===== src/rtl/stall_sched_if.sv =====
// Signal bundle between the decode/execute pipeline control and the stall scheduler.
// The master side drives the decoded stage fields; the slave (scheduler) returns the enables.
interface stall_sched_if;
  logic [4:0]  D_rs;
  logic [4:0]  D_rt;
  logic        D_RsUse;
  logic        D_RtUse;
  logic [1:0]  D_TuseRs;
  logic [1:0]  D_TuseRt;
  logic        D_IsMD;
  logic [4:0]  E_A3;
  logic        E_RFWr;
  logic [1:0]  E_Tnew;
  logic [4:0]  M_A3;
  logic        M_RFWr;
  logic [1:0]  M_Tnew;
  logic        E_MDStart;
  logic        E_MDType;
  logic        PC_We;
  logic        D_We;
  logic        E_Flush;
  logic        MD_Busy;
  logic [31:0] StallCnt;

  modport master (
    output D_rs, D_rt, D_RsUse, D_RtUse, D_TuseRs, D_TuseRt, D_IsMD,
    output E_A3, E_RFWr, E_Tnew, M_A3, M_RFWr, M_Tnew, E_MDStart, E_MDType,
    input  PC_We, D_We, E_Flush, MD_Busy, StallCnt
  );

  modport slave (
    input  D_rs, D_rt, D_RsUse, D_RtUse, D_TuseRs, D_TuseRt, D_IsMD,
    input  E_A3, E_RFWr, E_Tnew, M_A3, M_RFWr, M_Tnew, E_MDStart, E_MDType,
    output PC_We, D_We, E_Flush, MD_Busy, StallCnt
  );
endinterface


===== src/rtl/stall_sched.sv =====
// Pipeline stall scheduler: Tuse/Tnew register hazards plus a multiply/divide busy timer,
// with a saturating count of stalled cycles.
module stall_sched #(
  parameter int unsigned MULT_CYCLES = 5,
  parameter int unsigned DIV_CYCLES  = 10
) (
  input logic           Clk,
  input logic           Rst,
  stall_sched_if.slave  bus
);

  localparam int unsigned MAX_CYC = (MULT_CYCLES > DIV_CYCLES) ? MULT_CYCLES : DIV_CYCLES;
  localparam int unsigned CNT_W   = (MAX_CYC < 2) ? 1 : $clog2(MAX_CYC + 1);

  typedef enum logic {IDLE = 1'b0, BUSY = 1'b1} state_t;

  state_t             state_q, state_d;
  logic [CNT_W-1:0]   md_cnt_q, md_cnt_d;
  logic [CNT_W-1:0]   load_val;
  logic [31:0]        stall_cnt_q, stall_cnt_d;
  logic               rs_hazard, rt_hazard, md_stall, stall;

  always_comb begin
    rs_hazard = bus.D_RsUse && (bus.D_rs != 5'd0) &&
                ((bus.D_rs == bus.E_A3 && bus.E_RFWr && bus.E_Tnew > bus.D_TuseRs) ||
                 (bus.D_rs == bus.M_A3 && bus.M_RFWr && bus.M_Tnew > bus.D_TuseRs));
    rt_hazard = bus.D_RtUse && (bus.D_rt != 5'd0) &&
                ((bus.D_rt == bus.E_A3 && bus.E_RFWr && bus.E_Tnew > bus.D_TuseRt) ||
                 (bus.D_rt == bus.M_A3 && bus.M_RFWr && bus.M_Tnew > bus.D_TuseRt));
    md_stall  = bus.D_IsMD && ((state_q == BUSY) || bus.E_MDStart);
    stall     = rs_hazard || rt_hazard || md_stall;
  end

  always_comb begin
    state_d  = state_q;
    md_cnt_d = md_cnt_q;
    load_val = bus.E_MDType ? CNT_W'(DIV_CYCLES) : CNT_W'(MULT_CYCLES);
    unique case (state_q)
      IDLE: begin
        // A zero-cycle latency never enters BUSY.
        if (bus.E_MDStart && load_val != '0) begin
          state_d  = BUSY;
          md_cnt_d = load_val;
        end
      end
      BUSY: begin
        md_cnt_d = md_cnt_q - 1'b1;
        if (md_cnt_q == CNT_W'(1)) state_d = IDLE;
      end
      default: state_d = IDLE;
    endcase
  end

  always_comb begin
    stall_cnt_d = stall_cnt_q;
    if (stall && stall_cnt_q != '1) stall_cnt_d = stall_cnt_q + 32'd1;
  end

  always_ff @(posedge Clk or posedge Rst) begin
    if (Rst) begin
      state_q     <= IDLE;
      md_cnt_q    <= '0;
      stall_cnt_q <= '0;
    end else begin
      state_q     <= state_d;
      md_cnt_q    <= md_cnt_d;
      stall_cnt_q <= stall_cnt_d;
    end
  end

  assign bus.PC_We    = ~stall;
  assign bus.D_We     = ~stall;
  assign bus.E_Flush  = stall;
  assign bus.MD_Busy  = (state_q == BUSY);
  assign bus.StallCnt = stall_cnt_q;

endmodule


===== src/flat_wrapper.sv =====
// flat-port wrapper written by rule: the top's interface ports become plain ports
module stall_sched_flat 
#(
  parameter int unsigned MULT_CYCLES = 5,
  parameter int unsigned DIV_CYCLES  = 10
)
  (Clk, Rst, bus_D_rs, bus_D_rt, bus_D_RsUse, bus_D_RtUse, bus_D_TuseRs, bus_D_TuseRt, bus_D_IsMD, bus_E_A3, bus_E_RFWr, bus_E_Tnew, bus_M_A3, bus_M_RFWr, bus_M_Tnew, bus_E_MDStart, bus_E_MDType, bus_PC_We, bus_D_We, bus_E_Flush, bus_MD_Busy, bus_StallCnt);
  stall_sched_if bus_i ();
  input logic Clk;
  input logic Rst;
  input wire logic [$bits(bus_i.D_rs)-1:0] bus_D_rs;
  input wire logic [$bits(bus_i.D_rt)-1:0] bus_D_rt;
  input wire logic [$bits(bus_i.D_RsUse)-1:0] bus_D_RsUse;
  input wire logic [$bits(bus_i.D_RtUse)-1:0] bus_D_RtUse;
  input wire logic [$bits(bus_i.D_TuseRs)-1:0] bus_D_TuseRs;
  input wire logic [$bits(bus_i.D_TuseRt)-1:0] bus_D_TuseRt;
  input wire logic [$bits(bus_i.D_IsMD)-1:0] bus_D_IsMD;
  input wire logic [$bits(bus_i.E_A3)-1:0] bus_E_A3;
  input wire logic [$bits(bus_i.E_RFWr)-1:0] bus_E_RFWr;
  input wire logic [$bits(bus_i.E_Tnew)-1:0] bus_E_Tnew;
  input wire logic [$bits(bus_i.M_A3)-1:0] bus_M_A3;
  input wire logic [$bits(bus_i.M_RFWr)-1:0] bus_M_RFWr;
  input wire logic [$bits(bus_i.M_Tnew)-1:0] bus_M_Tnew;
  input wire logic [$bits(bus_i.E_MDStart)-1:0] bus_E_MDStart;
  input wire logic [$bits(bus_i.E_MDType)-1:0] bus_E_MDType;
  output wire logic [$bits(bus_i.PC_We)-1:0] bus_PC_We;
  output wire logic [$bits(bus_i.D_We)-1:0] bus_D_We;
  output wire logic [$bits(bus_i.E_Flush)-1:0] bus_E_Flush;
  output wire logic [$bits(bus_i.MD_Busy)-1:0] bus_MD_Busy;
  output wire logic [$bits(bus_i.StallCnt)-1:0] bus_StallCnt;
  assign bus_i.D_rs = bus_D_rs;
  assign bus_i.D_rt = bus_D_rt;
  assign bus_i.D_RsUse = bus_D_RsUse;
  assign bus_i.D_RtUse = bus_D_RtUse;
  assign bus_i.D_TuseRs = bus_D_TuseRs;
  assign bus_i.D_TuseRt = bus_D_TuseRt;
  assign bus_i.D_IsMD = bus_D_IsMD;
  assign bus_i.E_A3 = bus_E_A3;
  assign bus_i.E_RFWr = bus_E_RFWr;
  assign bus_i.E_Tnew = bus_E_Tnew;
  assign bus_i.M_A3 = bus_M_A3;
  assign bus_i.M_RFWr = bus_M_RFWr;
  assign bus_i.M_Tnew = bus_M_Tnew;
  assign bus_i.E_MDStart = bus_E_MDStart;
  assign bus_i.E_MDType = bus_E_MDType;
  assign bus_PC_We = bus_i.PC_We;
  assign bus_D_We = bus_i.D_We;
  assign bus_E_Flush = bus_i.E_Flush;
  assign bus_MD_Busy = bus_i.MD_Busy;
  assign bus_StallCnt = bus_i.StallCnt;
  stall_sched #(.MULT_CYCLES(MULT_CYCLES), .DIV_CYCLES(DIV_CYCLES)) u_core (.Clk(Clk), .Rst(Rst), .bus(bus_i));
endmodule

===== config.mk =====
export PLATFORM = sky130hd
export DESIGN_NAME = stall_sched_flat
export DESIGN_NICKNAME = d
export VERILOG_FILES = /design/src/rtl/stall_sched_if.sv /design/src/rtl/stall_sched.sv /design/src/flat_wrapper.sv
export SDC_FILE = /design/constraint.sdc
export NUM_CORES = 1
export LEC_CHECK = 0
export ABC_AREA = 0
export BUFFER_PORTS_ARGS = -buffer_cell sky130_fd_sc_hd__buf_2
export CAP_MARGIN = 20
export CORE_MARGIN = 4
export CORE_UTILIZATION = 55
export CTS_CLUSTER_DIAMETER = 100
export DETAILED_ROUTE_END_ITERATION = 10
export PLACE_DENSITY = 0.95
export SLEW_MARGIN = 10
export SYNTH_ARGS = -nofsm -noshare
export SYNTH_HDL_FRONTEND = slang
export SYNTH_SLANG_ARGS = --single-unit

===== constraint.sdc =====
create_clock -name Clk -period 3.2 [get_ports Clk]
set_input_delay 0.48 -clock Clk [delete_from_list [all_inputs] [get_ports Clk]]
set_output_delay 0.48 -clock Clk [all_outputs]
set_load 0.1 [all_outputs]

==> flow_summary.toml <==
[run_status]
status = "complete, no violations"

[worst_setup_path]
cp.required_ns = 2.72
endpoint_kind = "output pin"
reg2reg_to = "u_core.bus.StallCnt[29]$_DFFE_PP0P_"
r2r_cells = 7
slowest_delay_ns = 0.38
path_class = "input port to output pin"
critPathSlowestCell = "nor4_1"
timing.rr.start = "u_core.bus.StallCnt[2]$_DFFE_PP0P_"
r2r_slack_ns = 0.96
worstPathCellList = "buf_2 > inv_1 > ha_1 > a21boi_0 > nand4_1 > nor4_1 > o221ai_1 > and3_1 > buf_4 > buf_12"
cp.arrival_ns = 2.48
critPathMaxFanout = 33
start_kind = "input port"

[grt]
grt-ovfl-total = 0
top_usage_layer = "met2"
grt_pass1_vias = 2054
gr-usage-all-layers_pct = 21.9
use_met3_pct = 6.29
gr-usage-met2_pct = 35.9
grt_max_degree = 38
antenna_found_initial = 0
grtUsageMet1_pct = 26.7
grt_pass1_wl_mm = 9.18

[layout]
syn_to_final_growth_pct = 22.6
num-nets-final = 371
n_antenna_cell = 0
drive_above_1_share_pct = 28.7

[clock_network]
h-tree-depth = 2
cts_buffer_depth = 2
cts-buffers-inserted = 5
clock_latency_ns = 0.30
clk_pin_slew_ns = 0.08
cts_resized = 0
cts_setup_buffers = 0
postCtsHoldBufs = 0
clockRootBuffer = "clkbuf_8"
clock_sinks = 37
cts_tree = "built"

[synthesis]
synth_most_common_cell = "dfrtp_1"
synth.top_cell.area_share_pct = 39.1
syn_inst = 251
synthFlopType = "dfrtp_1"
avgSynthCellArea_um2 = 9.43
seq_area_frac_synth_pct = 39.1
yosys-top-cells-count = "37 x dfrtp_1, 35 x xor2_1, 23 x nor3_1, 21 x nand3_1, 19 x nand2_1"
ys_ff_latch = 37
synth_area_leaders = "dfrtp_1 39%, xor2_1 13%, xnor2_1 5.9%"
synth_nets = 299
synth_edf_count = 0
netlist_area_um2 = 2370
async_flop_share_pct = 100
synth_top_cell_by_area = "dfrtp_1"
yosysWarnings = 0
synth_cell_types = 38

[drt]
initialDrtViolationCount = 170
vias_per_cell = 5.60
drtPass1Iterations = 4
postRouteAntennaNets = 0
wirelength_mm = 5.69
routedWlPerCell_um = 15.2
vias = 2094
drc = 0

[floorplanning]
die_area_um2 = 5420
initial_utilization_pct = 57.9
die_h_um = 73.6
io-pin-count = 73
die-width_um = 73.6
rows = 23
coreArea_um2 = 4090

[placed_design]
hpwlAfterDp_mm = 4.29
preCtsSetupSlack_ns = 0.227
gp_congestion = 0.879
io_buffers = 72

[sta]
whs_ns = 0.269
final_max_slew_viol_count = 0
timing.max_slew.rel_slack_pct = 54.6
post-route-period-util_pct = 92.6
finalHoldViolCount = 0
max_slew.worst_pin.slew_ns = 0.674
fin_worst_skew_ns = 0.0128
fin_setup_tns_ns = 0
rsz0062_at_grt = "no"
fin_crit_ns = 2.96
setup_slack_ns = 0.237
setup_viol = 0
max_freq_mhz = 338

[power]
vdd_ir_drop_max_mv = 1.26
powerDensity_nw_per_um2 = 747
power.leakage_nw = 1.43
power_mw = 2.17

[hold_path]
hold_path_class = "input port to async pin"

[flow_run]
maxCapViolCount = 0
report_power, final:
group / internal, mW / total [mW] / switching [mW]
registers: 0.570 / 0.690 / 0.121
logic: 0.230 / 1.05 / 0.823
clock network: 0.254 / 0.423 / 0.169
total: 1.05 / 2.17 / 1.11
worst max path at each step:
stage | start | to | slack [ns] | depth (start not counted)
2_1_floorplan | bus_D_rt[0] | bus_E_Flush | 0.13 | 6
3_3_place_gp | bus_M_Tnew[1] | bus_D_We | 0.44 | 9
3_5_place_dp | bus_D_TuseRs[1] | u_core.bus.StallCnt[28]$_DFFE_PP0P_ | 0.23 | 11
4_1_cts | bus_D_TuseRs[1] | bus_D_We | 0.26 | 10
5_1_grt | bus_D_TuseRs[1] | bus_D_We | 0.12 | 10
6_report | bus_D_TuseRs[1] | bus_D_We | 0.24 | 10
worst max-delay path: cells and delay by family:
kind	cells	cell delay [ns]
adders and majority gates	1	0.29
AOI/OAI and AO/OA	2	0.35
buffers and inverters	4	0.62
and+or+nand+nor	3	0.74
registers in the layout, indices dropped and copies added (netlist names):
name / flops
u_core.bus.StallCnt: 32
u_core.md_cnt_q: 4
u_core.bus.MD_Busy: 1
cells by family after synthesis:
family	count (synthesis)	share of synthesized area (%)
buf+inv	25	4.92
flops	37	39.1
simple gates	107	25.6
fa+ha+maj	11	5.82
compound gates	17	4.28
mux	3	1.37
xor+xnor	51	18.9
placed cells by master, fill, tap and decap left out, drive strengths merged, types with 6 or more instances in the layout:
master and instances:
a21oi 7, xor2 35, dfrtp 37, inv 14, clkbuf 7, nand3 22, ha 11, nor2 10
buf 75, nand2 19, xnor2 16, nor4 8, o21ai 6, nor3 24
area by class of cell:
type | instances | area [µm²]
inverters | 15 | 60.1
clock buffers | 7 | 86.3
well taps | 50 | 62.6
fillers | 325 | 1180
flip-flops and latches | 37 | 926
repair buffers | 75 | 413
multi-input cells | 189 | 1320
clock inverters | 1 | 30.0
routing by layer:
metal | vias up | wire length (µm)
met3 | 15 | 387
li1 | 1013 | -
met5 | - | 0
met1 | 994 | 2380
met4 | 0 | 140
met2 | 72 | 2780
stage by stage:
step,instances,instance area (µm²),utilization (%)
after global routing,374,2900,71.0
final,374,2900,71.0
after global placement,366,2790,68.2
after CTS,374,2900,71.0
after floorplan,251,2370,-
after detailed placement,366,2790,68.2
(Power assumes the default switching activity.)
